==> src/rtl/xdma_dsc_byp_issuer.sv <==
// Splits host transfer requests into XDMA descriptor-bypass descriptors and issues them one at a time.
// Optional 4K-style boundary splitting is enabled by defining XDMA_DSC_BOUNDARY_SPLIT_EN.
module xdma_dsc_byp_issuer #(
    parameter int HOST_IS_SRC   = 1,
    parameter int MAX_DSC_BYTES = 4096
) (
    input  logic        axi_aclk,
    input  logic        axi_aresetn,
    input  logic        req_valid,
    output logic        req_ready,
    input  logic [63:0] req_src_addr,
    input  logic [63:0] req_dst_addr,
    input  logic [27:0] req_len,
    output logic        dsc_byp_load,
    output logic [63:0] dsc_byp_src_addr,
    output logic [63:0] dsc_byp_dst_addr,
    output logic [27:0] dsc_byp_len,
    output logic [15:0] dsc_byp_ctl,
    input  logic        dsc_byp_ready,
    output logic        busy,
    output logic        err_zero_len,
    output logic [15:0] dsc_count,
    output logic [1:0]  dbg_state
);

`ifdef XDMA_DSC_BOUNDARY_SPLIT_EN
    localparam bit SPLIT_EN = 1'b1;
`else
    localparam bit SPLIT_EN = 1'b0;
`endif
    localparam int OFF_W = $clog2(MAX_DSC_BYTES);

    typedef enum logic [1:0] {
        S_IDLE  = 2'd0,
        S_CALC  = 2'd1,
        S_ISSUE = 2'd2
    } state_e;

    state_e      state_q, state_d;
    logic        armed_q;
    logic        err_q;
    logic        last_q;
    logic [63:0] src_q, dst_q;
    logic [27:0] rem_q, chunk_q;
    logic [15:0] count_q;

    logic        accept, xfer;
    logic [OFF_W-1:0] host_off;
    logic [27:0] room, chunk_calc;

    // Handshake: a request moves on the edge where req_valid && req_ready; a
    // descriptor moves on the edge where dsc_byp_load && dsc_byp_ready.
    assign accept = req_valid && req_ready;
    assign xfer   = dsc_byp_load && dsc_byp_ready;

    // Bytes left before the host-side address crosses a MAX_DSC_BYTES boundary.
    always_comb begin
        host_off   = (HOST_IS_SRC != 0) ? src_q[OFF_W-1:0] : dst_q[OFF_W-1:0];
        room       = 28'(MAX_DSC_BYTES) - 28'(host_off);
        chunk_calc = (SPLIT_EN && (room < rem_q)) ? room : rem_q;
    end

    always_ff @(posedge axi_aclk or negedge axi_aresetn) begin
        if (!axi_aresetn) begin
            state_q <= S_IDLE;
        end else begin
            state_q <= state_d;
        end
    end

    always_comb begin
        state_d = state_q;
        case (state_q)
            S_IDLE:  if (accept && (req_len != 28'd0)) state_d = S_CALC;
            S_CALC:  state_d = S_ISSUE;
            S_ISSUE: if (xfer) state_d = (rem_q != chunk_q) ? S_CALC : S_IDLE;
            default: state_d = S_IDLE;
        endcase
    end

    always_comb begin
        req_ready    = (state_q == S_IDLE) && armed_q;
        dsc_byp_load = (state_q == S_ISSUE);
        busy         = (state_q != S_IDLE);
        dbg_state    = state_q;
    end

    // armed_q holds req_ready low until the first clock edge out of reset.
    always_ff @(posedge axi_aclk or negedge axi_aresetn) begin
        if (!axi_aresetn) begin
            armed_q <= 1'b0;
            err_q   <= 1'b0;
            last_q  <= 1'b0;
            src_q   <= '0;
            dst_q   <= '0;
            rem_q   <= '0;
            chunk_q <= '0;
            count_q <= '0;
        end else begin
            armed_q <= 1'b1;
            err_q   <= accept && (req_len == 28'd0);
            if (accept && (req_len != 28'd0)) begin
                src_q <= req_src_addr;
                dst_q <= req_dst_addr;
                rem_q <= req_len;
            end
            if (state_q == S_CALC) begin
                chunk_q <= chunk_calc;
                last_q  <= (chunk_calc == rem_q);
            end
            if (xfer) begin
                src_q   <= src_q + {36'd0, chunk_q};
                dst_q   <= dst_q + {36'd0, chunk_q};
                rem_q   <= rem_q - chunk_q;
                count_q <= count_q + 16'd1;
            end
        end
    end

    assign dsc_byp_src_addr = src_q;
    assign dsc_byp_dst_addr = dst_q;
    assign dsc_byp_len      = chunk_q;
    assign dsc_byp_ctl      = {11'd0, last_q, 2'b00, last_q, 1'b0};
    assign err_zero_len     = err_q;
    assign dsc_count        = count_q;

endmodule
==> config.mk <==
export PLATFORM = sky130hd
export DESIGN_NAME = xdma_dsc_byp_issuer
export DESIGN_NICKNAME = d
export VERILOG_FILES = /design/src/rtl/xdma_dsc_byp_issuer.sv
export SDC_FILE = /design/constraint.sdc
export NUM_CORES = 1
export LEC_CHECK = 0
export BUFFER_PORTS_ARGS = -buffer_cell sky130_fd_sc_hd__buf_2
export CORE_MARGIN = 1.5
export CORE_UTILIZATION = 51
export CTS_BUF_LIST = sky130_fd_sc_hd__clkbuf_16
export CTS_CLUSTER_DIAMETER = 150
export DETAILED_ROUTE_END_ITERATION = 10
export PLACE_DENSITY = 0.85
export SLEW_MARGIN = 20
export SYNTH_ARGS = -nofsm -noshare
export SYNTH_HDL_FRONTEND = slang
export SYNTH_SLANG_ARGS = --single-unit
==> constraint.sdc <==
create_clock -name axi_aclk -period 3 [get_ports axi_aclk]
set_input_delay 0.6 -clock axi_aclk [delete_from_list [all_inputs] [get_ports axi_aclk]]
set_output_delay 0.6 -clock axi_aclk [all_outputs]
set_load 0.01 [all_outputs]
==> results of run 1 <==
kinds of logic (layout without fill, tap and decap cells):
family / after synthesis / count (layout) / share of synthesized area
AO/OA/AOI/OAI: 569 / 569 / 0.270
multiplexers: 16 / 16 / 0.0113
adder cells (fa/ha/maj): 87 / 87 / 0.0761
flip-flops: 205 / 205 / 0.351
XOR/XNOR: 76 / 76 / 0.0456
buffers and inverters: 163 / 546 / 0.0483
AND/OR/NAND/NOR: 593 / 593 / 0.196
other: 2 / 19 / 0.000515
path summary, 6_finish.rpt:
check	startpoint	endpoint	slack [ns]	depth (start not counted)
worst max-delay path	dsc_byp_len[2]$_DFFE_PN0N_	chunk_calc[22]$_DFFE_PN0P_	0.09	11
worst min-delay path	axi_aresetn	dsc_byp_dst_addr[14]$_DFFE_PN0P_	0.08	1
worst max register to register	dsc_byp_len[2]$_DFFE_PN0N_	chunk_calc[22]$_DFFE_PN0P_	0.09	11
worst min register to register	dsc_count[15]$_DFFE_PN0P_	dsc_count[15]$_DFFE_PN0P_	0.46	1
max in group asynchronous	axi_aresetn	dsc_byp_len[18]$_DFFE_PN0N_	2.14	2
min in group axi_aclk	req_dst_addr[43]	dsc_byp_dst_addr[43]$_DFFE_PN0P_	0.27	2
layout by cell type (no fill, tap or decap), types with 10 or more instances in the layout:
cell       netlist  layout
a311oi_1        14      14
o21ai_1         10      11
inv_1           69      76
nand3_1         64      64
ha_1            84      78
and2_1          11      10
mux2i_1         12      12
a21o_1          37      37
conb_1           2      15
or3_1           14      14
o21bai_1        14      14
xnor2_1         46      46
nor2b_1         13      12
nor2_1         137     134
a31oi_1         21      21
nand2_1        184     183
a22oi_1         36      36
o22ai_1         25      25
nand2b_1        10      10
a211oi_1        29      26
nor4_1          16      15
and3_1          29      29
nand4_1         25      25
buf_12           0      12
xor2_1          30      30
o211ai_1        22      22
o21ai_0        121     119
clkbuf_16        0      25
nor3_1          46      46
dfrtp_1        205     202
buf_4           18      81
o21a_1          20      19
a21oi_1        113     110
buf_2           14     338
power groups by stage:
stage,logic [uW],registers [uW],clock network (uW)
finish,15400,5750,2710
floorplan,9580,5690,0
CTS,15000,5660,2750
global placement,14700,5630,0
global route,16900,5900,2860
detailed placement,14900,5690,0
sequential cells by signal, indices dropped and copies added (netlist names):
register          count
last_q                1
err_zero_len          1
dsc_byp_dst_addr     64
chunk_calc           28
dsc_byp_src_addr     64
dbg_state             2
armed_q               1
dsc_byp_len          28
dsc_count            16
repair_timing:
item | CTS | global route
buffers inserted | 0 | 5
gates cloned | 0 | 0
endpoints found under the setup margin | 1 | 46
resized for setup | 1 | 28
pin swaps | 1 | 9
per-stage QoR:
| step | total power [uW] | cell area (um2) | utilization | std cells |
|---|---|---|---|---|
| after floorplan | 15300 | 14600 | - | 1724 |
| after detailed placement | 20600 | 17200 | 0.615 | 2435 |
| after global routing | 25600 | 18100 | 0.645 | 2488 |
| final | 23900 | 18100 | 0.645 | 2489 |
| after global placement | 20300 | 17200 | 0.615 | 2435 |
| after CTS | 23500 | 17900 | 0.640 | 2480 |
metal layers:
layer | routed length (um) | vias up | track usage
li1 | - | 7120 | -
met4 | 1990 | 2 | 0.131
met3 | 4490 | 132 | 0.0620
met5 | 12 | - | 0
met2 | 24800 | 803 | 0.571
met1 | 20700 | 7491 | 0.440
layout make-up:
class                      instances  area, um2  share of cell area
multi-input combinational       1356       8920               0.494
sequential                       205       5130               0.284
timing repair buffer             432       2550               0.141
clock buffer                      25        626              0.0346
tap                              378        473              0.0262
inverter                          69        259              0.0143
clock inverter                    20       87.6             0.00485
antenna                            4       10.0            0.000554
==> results.json, run 1 <==
{
  "outcome": "completed",
  "synth_seq_cells": 205,
  "cts_hold_buf": 0,
  "start_util": 0.521,
  "end_kind": "flip-flop",
  "preCtsSetupSlack_ns": -0.00718,
  "max_clock_freq_mhz": 344,
  "seq_area_frac_synth": 0.351,
  "track_usage": 0.342,
  "finalSetupViolations": 0,
  "yosys-top-cells-area": "dfrtp_1 (35%), ha_1 (7.2%), nand2_1 (4.7%)",
  "synthFlopType": "dfrtp_1",
  "p_int_uw": 12000,
  "io-pin-count": 354,
  "cts.sinks": 205,
  "antenna_found_initial": 5,
  "hold_path_class": "input port to asynchronous set/reset pin",
  "numCtsBuffers": 25,
  "slowest_delay_ns": 0.51,
  "crit_chain": "inv_1 > ha_1 > nor2b_1 > o31a_1 > o311ai_1 > a21oi_1 > a21oi_1 > buf_4 > o21a_1 > nor4_2 > a211o_1",
  "grt_max_degree": 90,
  "cp.required_ns": 3.42,
  "fin_crit_ns": 2.91,
  "power_switching_uw": 11800,
  "hpwl_mm": 39.9,
  "netlist_instances": 1711,
  "async_reset_ff_frac": 1.00,
  "cpMaxStageDelayCell": "dfrtp_1",
  "routabilityCongestion": 0.966,
  "worstPathArrival_ns": 3.32,
  "power_frac_comb": 0.646,
  "crit_fanout": 4,
  "hold_viol_final": 0,
  "critPathKind": "flip-flop to flip-flop",
  "leakage_uw": 0.00825,
  "io_buffers": 339,
  "synth_most_common_cell": "dfrtp_1",
  "tritoncts": "built",
  "wirelength_mm": 52.0,
  "fin_setup_tns_ns": 0,
  "die_area_um2": 29600,
  "clk_path_buf_depth": 3,
  "start_kind": "flip-flop",
  "die_w_um": 172,
  "netlist_area_um2": 14600,
  "core_area_um2": 28000,
  "drv_slew": 0,
  "tightestPinTransition_ns": 0.683,
  "row_count": 61,
  "share_seq_of_total_power": 0.241,
  "yosysTopAreaCell": "dfrtp_1",
  "via_count": 15500,
  "cp_common_cell": "a21oi_1",
  "worstSkewPairLatency_ns": 0.54,
  "yosys_warnings": 0,
  "routed_via_density": 6.25,
  "sw_frac_of_total": 0.496,
  "routedWlPerCell_um": 20.9,
  "power.share.clock": 0.114,
  "drcViolationCount": 0,
  "power_density_nw_per_um2": 1320,
  "max-cap-violations": 0,
  "synth.avg_cell_area_um2": 8.53,
  "filler_cell_count": 2456,
  "die_h_um": 172,
  "finClkSkew_ns": 0.0117,
  "finalCritPeriodShare": 0.968,
  "synth_edf_count": 0,
  "grt_pass1_wl_mm": 79.0,
  "nNetsFinal": 2336,
  "clk_pin_slew_ns": 0.06,
  "relSlewSlack": 0.541,
  "yosys.area.top_type_share": 0.351,
  "path_buf_inv": 2,
  "path_delay_family": "compound AO/OA/AOI/OAI gates",
  "htreeDepth": 1,
  "overflow": 0,
  "ir_drop_mv": 0.724,
  "synthToLayoutAreaGrowth_pct": 23.8,
  "drtIter0Drc": 1429,
  "fin_ws_ns": 0.0946,
  "synth.distinct_cells": 96,
  "synth_common_cells": "dfrtp_1 (205), nand2_1 (184), nor2_1 (137), o21ai_0 (121), a21oi_1 (113)",
  "drt-pass1-iter-count": 6,
  "root_buffer": "clkbuf_16",
  "fin_hold_ws_ns": 0.0769,
  "grt_pass1_vias": 14700,
  "ant_nets": 0,
  "layout-drive-gt1-share": 0.261
}
Note: power is estimated with default switching activity, not from simulation.
==> inputs of run 2 (changes only) <==
--- a/config.mk
+++ b/config.mk
@@ -7,11 +7,11 @@
 export LEC_CHECK = 0
 export BUFFER_PORTS_ARGS = -buffer_cell sky130_fd_sc_hd__buf_2
 export CORE_MARGIN = 1.5
-export CORE_UTILIZATION = 51
+export CORE_UTILIZATION = 38
 export CTS_BUF_LIST = sky130_fd_sc_hd__clkbuf_16
 export CTS_CLUSTER_DIAMETER = 150
 export DETAILED_ROUTE_END_ITERATION = 10
-export PLACE_DENSITY = 0.85
+export PLACE_DENSITY = 0.68
 export SLEW_MARGIN = 20
 export SYNTH_ARGS = -nofsm -noshare
 export SYNTH_HDL_FRONTEND = slang
==> results.json, run 2 (synthesized netlist as in run 1, its figures left out) <==
{
  "final_cell_area_um2": 18700,
  "max-cap-violations": 0,
  "final_cell_mix": "buf_2 (338), dfrtp_1 (198), nand2_1 (183)",
  "crit_fanout": 7,
  "drv_slew": 0,
  "hold_viol_final": 0,
  "stdcell_count": 2647,
  "numCtsBuffers": 26,
  "cts.sinks": 205,
  "drcViolationCount": 0,
  "routed_via_density": 5.82,
  "layout-drive-gt1-share": 0.276,
  "end_kind": "flip-flop",
  "critPathKind": "flip-flop to flip-flop",
  "tightestPinTransition_ns": 0.535,
  "cpMaxStageDelayCell": "ha_1",
  "grt_pass1_vias": 14700,
  "leakage_uw": 0.00842,
  "root_buffer": "clkbuf_16",
  "ant_nets": 0,
  "die_w_um": 199,
  "grt_pass1_wl_mm": 84.1,
  "cts_hold_buf": 0,
  "path_delay_family": "compound AO/OA/AOI/OAI gates",
  "overflow": 0,
  "ir_drop_mv": 0.521,
  "start_util": 0.387,
  "io_buffers": 339,
  "power_density_nw_per_um2": 1340,
  "row_count": 71,
  "clk_path_buf_depth": 3,
  "htreeDepth": 1,
  "fin_hold_ws_ns": 0.00351,
  "routedWlPerCell_um": 21.3,
  "wirelength_mm": 56.5,
  "hold_path_class": "input port to asynchronous set/reset pin",
  "r2r_cells": 10,
  "final_common_cell": "buf_2",
  "max_clock_freq_mhz": 340,
  "placed_cells": 2594,
  "antenna_found_initial": 3,
  "crit_chain": "ha_1 > and3_1 > and2_4 > a21o_1 > nand2_1 > a32o_2 > a2111oi_4 > buf_4 > a31oi_1 > a211o_1",
  "grt_max_degree": 74,
  "placed_cell_area_um2": 17600,
  "fin_util": 0.494,
  "cp.required_ns": 3.44,
  "hpwl_mm": 43.1,
  "start_kind": "flip-flop",
  "drt-pass1-iter-count": 6,
  "clk_pin_slew_ns": 0.06,
  "track_usage": 0.275,
  "finalSetupViolations": 0,
  "core_area_um2": 37800,
  "slowest_delay_ns": 0.50,
  "fin_ws_ns": 0.0602,
  "crit_cells": 10,
  "tritoncts": "built",
  "synthToLayoutAreaGrowth_pct": 27.8,
  "die_h_um": 199,
  "worstSkewPairLatency_ns": 0.56,
  "routabilityCongestion": 0.951,
  "rsz0062_at_grt": "no",
  "io-pin-count": 354,
  "finalCritPeriodShare": 0.980,
  "preCtsSetupSlack_ns": -0.0275,
  "finClkSkew_ns": 0.0103,
  "outcome": "completed",
  "die_area_um2": 39600,
  "via_count": 15400,
  "filler_cell_count": 3643,
  "fin_crit_ns": 2.94,
  "relSlewSlack": 0.642,
  "drtIter0Drc": 1013,
  "path_buf_inv": 1,
  "worstPathArrival_ns": 3.38,
  "nNetsFinal": 2361
}
run 2: cell types whose count changed in the layout (fill, tap and decap cells not counted), moves of 4 or more:
| cell | previous run | this run |
|---|---|---|
| ha_1 | 78 | 72 |
| dfrtp_2 | 3 | 7 |
| buf_4 | 81 | 104 |
| ha_4 | 0 | 6 |
| dfrtp_1 | 202 | 198 |
| clkinv_2 | 3 | 7 |
run 2: final timing paths:
kind / slack (ns) / startpoint / end
worst min register to register: 0.47 / dsc_count[15]$_DFFE_PN0P_ / dsc_count[15]$_DFFE_PN0P_
max in group asynchronous: 2.22 / axi_aresetn / dsc_byp_len[18]$_DFFE_PN0N_
worst max-delay path: 0.06 / dsc_byp_dst_addr[15]$_DFFE_PN0P_ / dsc_byp_dst_addr[52]$_DFFE_PN0P_
min in group axi_aclk: 0.25 / req_src_addr[40] / dsc_byp_src_addr[40]$_DFFE_PN0P_
worst min-delay path: 0.004 / axi_aresetn / dsc_byp_dst_addr[14]$_DFFE_PN0P_
worst max register to register: 0.06 / dsc_byp_dst_addr[15]$_DFFE_PN0P_ / dsc_byp_dst_addr[52]$_DFFE_PN0P_
run 2: layer usage:
metal / global-route usage / wire, um / vias up
met5: 0 / 22 / -
met4: 0.0800 / 1680 / 4
met2: 0.434 / 25500 / 610
met1: 0.376 / 24300 / 7504
li1: - / - / 7185
met3: 0.0622 / 4960 / 99
run 2: repair_timing:
action                     CTS  global route
setup buffers                0             3
gates resized for setup      2            48
pin swaps                    2             9
setup endpoints to repair    5            47
run 2: metrics by stage:
stage	power [uW]	TNS [ns]
detailed placement	21200	-0.0275
floorplan	15300	0
global placement	21000	-0.0179
global route	26800	0
finish	25000	0
CTS	24400	-0.00661
run 2: final cells by class:
class	count	area, um2	share of cell area
Clock buffer	27	676	0.0362
Sequential cell	205	5140	0.275
Inverter	69	259	0.0139
Multi-Input combinational cell	1356	9050	0.485
Tap cell	511	639	0.0343
Antenna cell	2	5.00	0.000268
Clock inverter	21	140	0.00751
Timing Repair Buffer	456	2750	0.147
run 2: power breakdown:
part / internal (uW) / total, uW / switching [uW]
sequential: 4050 / 5840 / 1790
clock: 1780 / 3110 / 1320
combinational: 6840 / 16000 / 9160
run 2: worst reg2reg max path, delay by kind of cell, from the launching register on:
family                     cells  cell delay [ns]
AOI/OAI and AO/OA              5             1.20
adders and majority gates      1             0.50
buffers and inverters          1             0.19
DFF                            1             0.47
and+or+nand+nor                3             0.47
